[src/rtl/midi_rx_parser.sv]
// MIDI input: 2-FF synchronized 8N1 UART receiver feeding a channel-message parser.
// Handles running status, real-time interleaving, SysEx skipping and channel filtering.
module midi_rx_parser #(
    parameter int CLK_HZ  = 100_000_000,
    parameter int BAUD    = 31_250,
    parameter int CHANNEL = 0,
    parameter int OMNI    = 0
) (
    input  logic        clk_in,
    input  logic        rst_in,
    input  logic        midi_rx_in,
    output logic [23:0] midi_event,
    output logic        event_valid,
    output logic        framing_error
);
    localparam int BIT_CYC  = CLK_HZ / BAUD;
    localparam int HALF_CYC = BIT_CYC / 2;
    localparam int CNT_W    = $clog2(BIT_CYC);
    localparam logic [CNT_W-1:0] BIT_LAST  = CNT_W'(BIT_CYC - 1);
    localparam logic [CNT_W-1:0] HALF_LAST = CNT_W'(HALF_CYC - 1);
    localparam logic [3:0]       CH        = 4'(CHANNEL);

    typedef enum logic [2:0] {U_IDLE, U_START, U_DATA, U_STOP, U_WAIT_HIGH} ustate_t;
    typedef enum logic [1:0] {P_IDLE, P_D1, P_D2} pstate_t;

    logic             sync1_q, sync2_q;
    ustate_t          ustate_q, ustate_d;
    logic [CNT_W-1:0] cnt_q, cnt_d;
    logic [2:0]       bitn_q, bitn_d;
    logic [7:0]       shift_q, shift_d;
    logic             byte_vld_q, byte_vld_d;
    logic             ferr_c;

    pstate_t          pstate_q, pstate_d;
    logic [7:0]       rs_q, rs_d;
    logic             rs_vld_q, rs_vld_d;
    logic [7:0]       d1_q, d1_d;
    logic [23:0]      event_q, event_d;
    logic             event_vld_q, event_vld_d;

    function automatic logic is_two_byte(input logic [7:0] st);
        return (st[7:4] == 4'hC) || (st[7:4] == 4'hD);
    endfunction

    // Note-on with zero velocity is reported as note-off on the same channel.
    function automatic logic [7:0] emit_status(input logic [7:0] st, input logic [7:0] d2);
        if (st[7:4] == 4'h9 && d2 == 8'h00)
            return {4'h8, st[3:0]};
        return st;
    endfunction

    always_ff @(posedge clk_in) begin
        if (rst_in) begin
            sync1_q     <= 1'b1;
            sync2_q     <= 1'b1;
            ustate_q    <= U_IDLE;
            cnt_q       <= '0;
            bitn_q      <= '0;
            byte_vld_q  <= 1'b0;
            pstate_q    <= P_IDLE;
            rs_q        <= '0;
            rs_vld_q    <= 1'b0;
            event_q     <= '0;
            event_vld_q <= 1'b0;
        end else begin
            sync1_q     <= midi_rx_in;
            sync2_q     <= sync1_q;
            ustate_q    <= ustate_d;
            cnt_q       <= cnt_d;
            bitn_q      <= bitn_d;
            byte_vld_q  <= byte_vld_d;
            pstate_q    <= pstate_d;
            rs_q        <= rs_d;
            rs_vld_q    <= rs_vld_d;
            event_q     <= event_d;
            event_vld_q <= event_vld_d;
        end
    end

    always_ff @(posedge clk_in) begin
        shift_q <= shift_d;
        d1_q    <= d1_d;
    end

    always_comb begin
        ustate_d   = ustate_q;
        cnt_d      = cnt_q + 1'b1;
        bitn_d     = bitn_q;
        shift_d    = shift_q;
        byte_vld_d = 1'b0;
        ferr_c     = 1'b0;
        case (ustate_q)
            U_IDLE: begin
                cnt_d = '0;
                if (!sync2_q) ustate_d = U_START;
            end
            U_START: begin
                // Mid-start-bit check rejects short glitches on the idle line.
                if (cnt_q == HALF_LAST) begin
                    cnt_d    = '0;
                    bitn_d   = '0;
                    ustate_d = sync2_q ? U_IDLE : U_DATA;
                end
            end
            U_DATA: begin
                if (cnt_q == BIT_LAST) begin
                    cnt_d   = '0;
                    shift_d = {sync2_q, shift_q[7:1]};
                    bitn_d  = bitn_q + 3'd1;
                    if (bitn_q == 3'd7) ustate_d = U_STOP;
                end
            end
            U_STOP: begin
                if (cnt_q == BIT_LAST) begin
                    cnt_d = '0;
                    if (sync2_q) begin
                        byte_vld_d = 1'b1;
                        ustate_d   = U_IDLE;
                    end else begin
                        ferr_c   = 1'b1;
                        ustate_d = U_WAIT_HIGH;
                    end
                end
            end
            U_WAIT_HIGH: begin
                cnt_d = '0;
                if (sync2_q) ustate_d = U_IDLE;
            end
            default: ustate_d = U_IDLE;
        endcase
    end

    logic        done_c;
    logic [7:0]  c1_c, c2_c;

    always_comb begin
        pstate_d    = pstate_q;
        rs_d        = rs_q;
        rs_vld_d    = rs_vld_q;
        d1_d        = d1_q;
        event_d     = event_q;
        event_vld_d = 1'b0;
        done_c      = 1'b0;
        c1_c        = 8'h00;
        c2_c        = 8'h00;
        if (byte_vld_q) begin
            if (shift_q >= 8'hF8) begin
                pstate_d = pstate_q;
            end else if (shift_q >= 8'hF0) begin
                rs_vld_d = 1'b0;
                pstate_d = P_IDLE;
            end else if (shift_q[7]) begin
                rs_d     = shift_q;
                rs_vld_d = 1'b1;
                pstate_d = is_two_byte(shift_q) ? P_D2 : P_D1;
            end else begin
                case (pstate_q)
                    P_IDLE: begin
                        if (rs_vld_q) begin
                            if (is_two_byte(rs_q)) begin
                                done_c = 1'b1;
                                c1_c   = shift_q;
                            end else begin
                                d1_d     = shift_q;
                                pstate_d = P_D2;
                            end
                        end
                    end
                    P_D1: begin
                        d1_d     = shift_q;
                        pstate_d = P_D2;
                    end
                    P_D2: begin
                        pstate_d = P_IDLE;
                        done_c   = 1'b1;
                        if (is_two_byte(rs_q)) begin
                            c1_c = shift_q;
                        end else begin
                            c1_c = d1_q;
                            c2_c = shift_q;
                        end
                    end
                    default: pstate_d = P_IDLE;
                endcase
            end
        end
        if (done_c && (OMNI != 0 || rs_q[3:0] == CH)) begin
            event_d     = {emit_status(rs_q, c2_c), c1_c, c2_c};
            event_vld_d = 1'b1;
        end
    end

    assign midi_event    = event_q;
    assign event_valid   = event_vld_q;
    assign framing_error = ferr_c;
endmodule

[config.mk]
export PLATFORM = sky130hd
export DESIGN_NAME = midi_rx_parser
export DESIGN_NICKNAME = d
export VERILOG_FILES = /design/src/rtl/midi_rx_parser.sv
export SDC_FILE = /design/constraint.sdc
export NUM_CORES = 1
export LEC_CHECK = 0
export CORE_ASPECT_RATIO = 0.8
export CORE_MARGIN = 3
export CORE_UTILIZATION = 54
export CTS_CLUSTER_DIAMETER = 40
export CTS_CLUSTER_SIZE = 25
export DETAILED_ROUTE_END_ITERATION = 8
export PLACE_DENSITY = 0.85
export SYNTH_ARGS = -nofsm -noshare
export SYNTH_HDL_FRONTEND = slang
export SYNTH_SLANG_ARGS = --single-unit
[constraint.sdc]
create_clock -name clk_in -period 2.6 [get_ports clk_in]
set_input_delay 0.26 -clock clk_in [delete_from_list [all_inputs] [get_ports clk_in]]
set_output_delay 0.26 -clock clk_in [all_outputs]
set_load 0.05 [all_outputs]
==> results.json, run 1 <==
{
  "synthArstFlopShare_pct": 0,
  "worstMarginPinSlew_ns": 0.948,
  "critical_path.top_delay_family": "simple AND/OR/NAND/NOR gates",
  "finalPower_mw": 2.22,
  "area_growth_pct": 19.5,
  "stdcell_count": 372,
  "startpoint_type": "register",
  "hold_class": "reg -> reg",
  "r2r_cells": 4,
  "clk_path_buf_depth": 2,
  "pwr-share-clk_pct": 47.6,
  "crit_type": "reg -> reg",
  "cts_root_buf": "clkbuf_8",
  "cts_sinks": 70,
  "ys_seq_elements": 70,
  "clk_pin_slew_ns": 0.07,
  "die_h_um": 70.5,
  "slew_viol_final": 0,
  "drc": 0,
  "ant_nets": 0,
  "r2r-end": "shift_q[2]$_DFFE_PP_",
  "cts_made_buffers": 9,
  "initial_core_util_pct": 58.6,
  "rsz0062_at_grt": "false",
  "synth_edf_count": 15,
  "wire_per_inst_um": 15.2,
  "ys_top_cells_by_count": "dfxtp_1, nor2_1, a21oi_1",
  "final_nets": 313,
  "leakagePower_nw": 1.13,
  "crit_chain": "ha_1 > nand4_1 > or4_1 > nor2_1",
  "worstHoldPathCells": 1,
  "ios": 29,
  "num-fill-cells": 374,
  "die_area_mm2": 0.00611,
  "diodes": 0,
  "power_density_mw_per_mm2": 663,
  "synth_top_area_share_pct": 39.2,
  "max-vdd-ir-drop_v": 0.000521,
  "cp.arrival_ns": 2.38,
  "grt_pass1_wl_um": 9310,
  "fin_worst_skew_ns": 0.0102,
  "p_int_mw": 1.76,
  "setup_viol": 0,
  "gp_congestion": 0.912,
  "postCtsSetupRepairBufs": 0,
  "relSlewSlack_pct": 36.5,
  "whs_ns": 0.411,
  "yosysTopAreaCell": "dfxtp_1",
  "endpoint": "shift_q[2]$_DFFE_PP_",
  "maxCapViolations": 0,
  "grt_use_total_pct": 19.6,
  "drive_gt1_share_pct": 8.33,
  "path_depth": 4,
  "setup_ws_ns": 0.197,
  "seq_power_share_pct": 50.1,
  "worst-path-max-fanout": 8,
  "ys.flop_type": "dfxtp_1",
  "p_switching_uw": 460,
  "max_stage_delay_ns": 0.68,
  "dpl.hpwl_um": 3890,
  "comb_power_share_pct": 2.3,
  "tns_ns": 0,
  "numPortBuffers": 26,
  "synth_cell_types": 47,
  "antenna_found_initial": 0,
  "via_per_inst": 5.74,
  "fmax_ghz": 0.416,
  "finalCritPeriodShare_pct": 92.4,
  "netlist_area_mm2": 0.00281,
  "required_ns": 2.58,
  "place_area_mm2": 0.00310,
  "reg2reg_from": "cnt_q[0]$_SDFF_PP0_",
  "avgSynthCellArea_um2": 9.96,
  "core_area_mm2": 0.00479,
  "vias": 2135,
  "synth.area.top_cells": "dfxtp_1, edfxtp_1, mux2i_1, a21oi_1, nor2_1",
  "synthCells": 282,
  "switching_share_pct": 20.7,
  "holdBufCountCts": 0,
  "ys_seq_area_share_pct": 55.2,
  "period_minus_slack_ns": 2.40,
  "yosys.cell_count.top_type": "dfxtp_1",
  "rrSetupSlack_ns": 0.20,
  "cpMaxStageDelayCell": "or4_1",
  "status": "finished clean",
  "place_inst": 356,
  "crit_buf_inv": 0,
  "worstSetupStartpoint": "cnt_q[0]$_SDFF_PP0_",
  "grt_pass1_vias": 1950,
  "clk_latency_ns": 0.35,
  "wirelength_um": 5660,
  "dp_slack_ns": 0.205,
  "drtPass1Iterations": 4,
  "rows": 22,
  "yosys_warnings": 0,
  "drt_iter0_drc": 193,
  "utilization_pct": 70.1,
  "stdcell_area_mm2": 0.00336,
  "die_w_um": 86.6,
  "htree_levels": 3,
  "cts_tree": "yes",
  "gr-total-overflow": 0,
  "finalHoldViolations": 0,
  "grt_max_degree": 26,
  "crit_path_end_kind": "register"
}
==> state kept, by name (all words and copies together), names as in the netlist <==
register,cells
shift_q,8
ustate_q,3
sync1_q,1
event_valid,1
cnt_q,12
midi_event,22
bitn_q,3
sync2_q,1
pstate_q,2
rs_q,8
d1_q,7
byte_vld_q,1
rs_vld_q,1
==> what timing repair did <==
action | 4_1_cts | 5_1_grt
resized for setup | 0 | 1
setup endpoints to repair | 0 | 1
endpoints found under the hold margin | 0 | 0
==> cells by family after synthesis <==
group	after synthesis	synth area share, %
mux	15	5.35
buf+inv	21	3.21
xor+xnor	9	2.81
fa+ha+maj	3	1.34
flops	70	55.2
simple gates	110	20.0
compound gates	53	12.0
other cells	1	0.134
==> cell usage in the layout, fill, tap and decap left out, types with 2 or more instances in the layout <==
cell type | netlist | final
bufinv_16 | 0 | 3
o21ai_0 | 2 | 2
conb_1 | 1 | 2
nor2_1 | 29 | 29
edfxtp_1 | 15 | 15
and2_1 | 5 | 5
a32oi_1 | 2 | 2
a211oi_1 | 9 | 9
nor4b_1 | 2 | 2
nor2b_1 | 2 | 2
nand3_1 | 13 | 13
clkinv_4 | 0 | 2
mux2i_1 | 15 | 15
o211ai_1 | 2 | 2
nand4_1 | 2 | 2
clkbuf_8 | 0 | 9
nand2b_1 | 7 | 7
nand3b_1 | 5 | 5
and3_1 | 2 | 2
nand2_1 | 21 | 21
clkinvlp_4 | 0 | 2
clkdlybuf4s50_1 | 0 | 25
nor4_1 | 4 | 3
xnor2_1 | 8 | 8
inv_1 | 3 | 3
a21oi_1 | 27 | 27
nor3_1 | 8 | 8
or3_1 | 2 | 2
or2_2 | 2 | 2
nor3b_1 | 2 | 2
dfxtp_1 | 55 | 55
ha_1 | 3 | 3
buf_4 | 2 | 6
==> metal layers <==
layer / track usage (%) / up-vias / wire length, um
li1: - / 1060 / -
met1: 27.1 / 1002 / 2710
met2: 27.8 / 65 / 2520
met3: 9.08 / 8 / 375
met4: 5.19 / 0 / 55
met5: 0 / - / 0
==> worst min-delay path by stage <==
stage / from / end
after global placement: sync1_q$_SDFF_PP1_ / sync2_q$_SDFF_PP1_
after floorplan: midi_rx_in / sync1_q$_SDFF_PP1_
after detailed placement: sync1_q$_SDFF_PP1_ / sync2_q$_SDFF_PP1_
final: sync1_q$_SDFF_PP1_ / sync2_q$_SDFF_PP1_
after global routing: sync1_q$_SDFF_PP1_ / sync2_q$_SDFF_PP1_
after CTS: sync1_q$_SDFF_PP1_ / sync2_q$_SDFF_PP1_
==> worst reg2reg max path, delay by kind of cell, from the launching register on <==
family / cells / cell delay, ns
simple gates: 3 / 1.44
fa+ha+maj: 1 / 0.22
flops: 1 / 0.39
==> layout make-up <==
cell class	instances	area, um^2	share of cell area [%]
clock inverter	7	123	3.65
multi-input combinational	192	1180	35.1
tap	60	75.1	2.24
inverter	3	11.3	0.335
timing repair buffer	31	295	8.80
sequential	70	1550	46.2
clock buffer	9	124	3.69
==> power by group through the flow <==
| stage | Combinational, mW | Clock, mW | Sequential (mW) |
|---|---|---|---|
| 2_1_floorplan | 0.0398 | 0 | 1.14 |
| 3_3_place_gp | 0.0498 | 0 | 1.14 |
| 3_5_place_dp | 0.0510 | 0 | 1.14 |
| 4_1_cts | 0.0514 | 1.07 | 1.11 |
| 5_1_grt | 0.0573 | 1.12 | 1.11 |
| 6_report | 0.0519 | 1.06 | 1.11 |
Power figures use the tool's default switching activity.
==> inputs of run 2 (changes only) <==
- TNS_END_PERCENT: unset -> 10
==> results of run 2 <==
No change in the layout: final DEF, timing and power equal those of run 1.
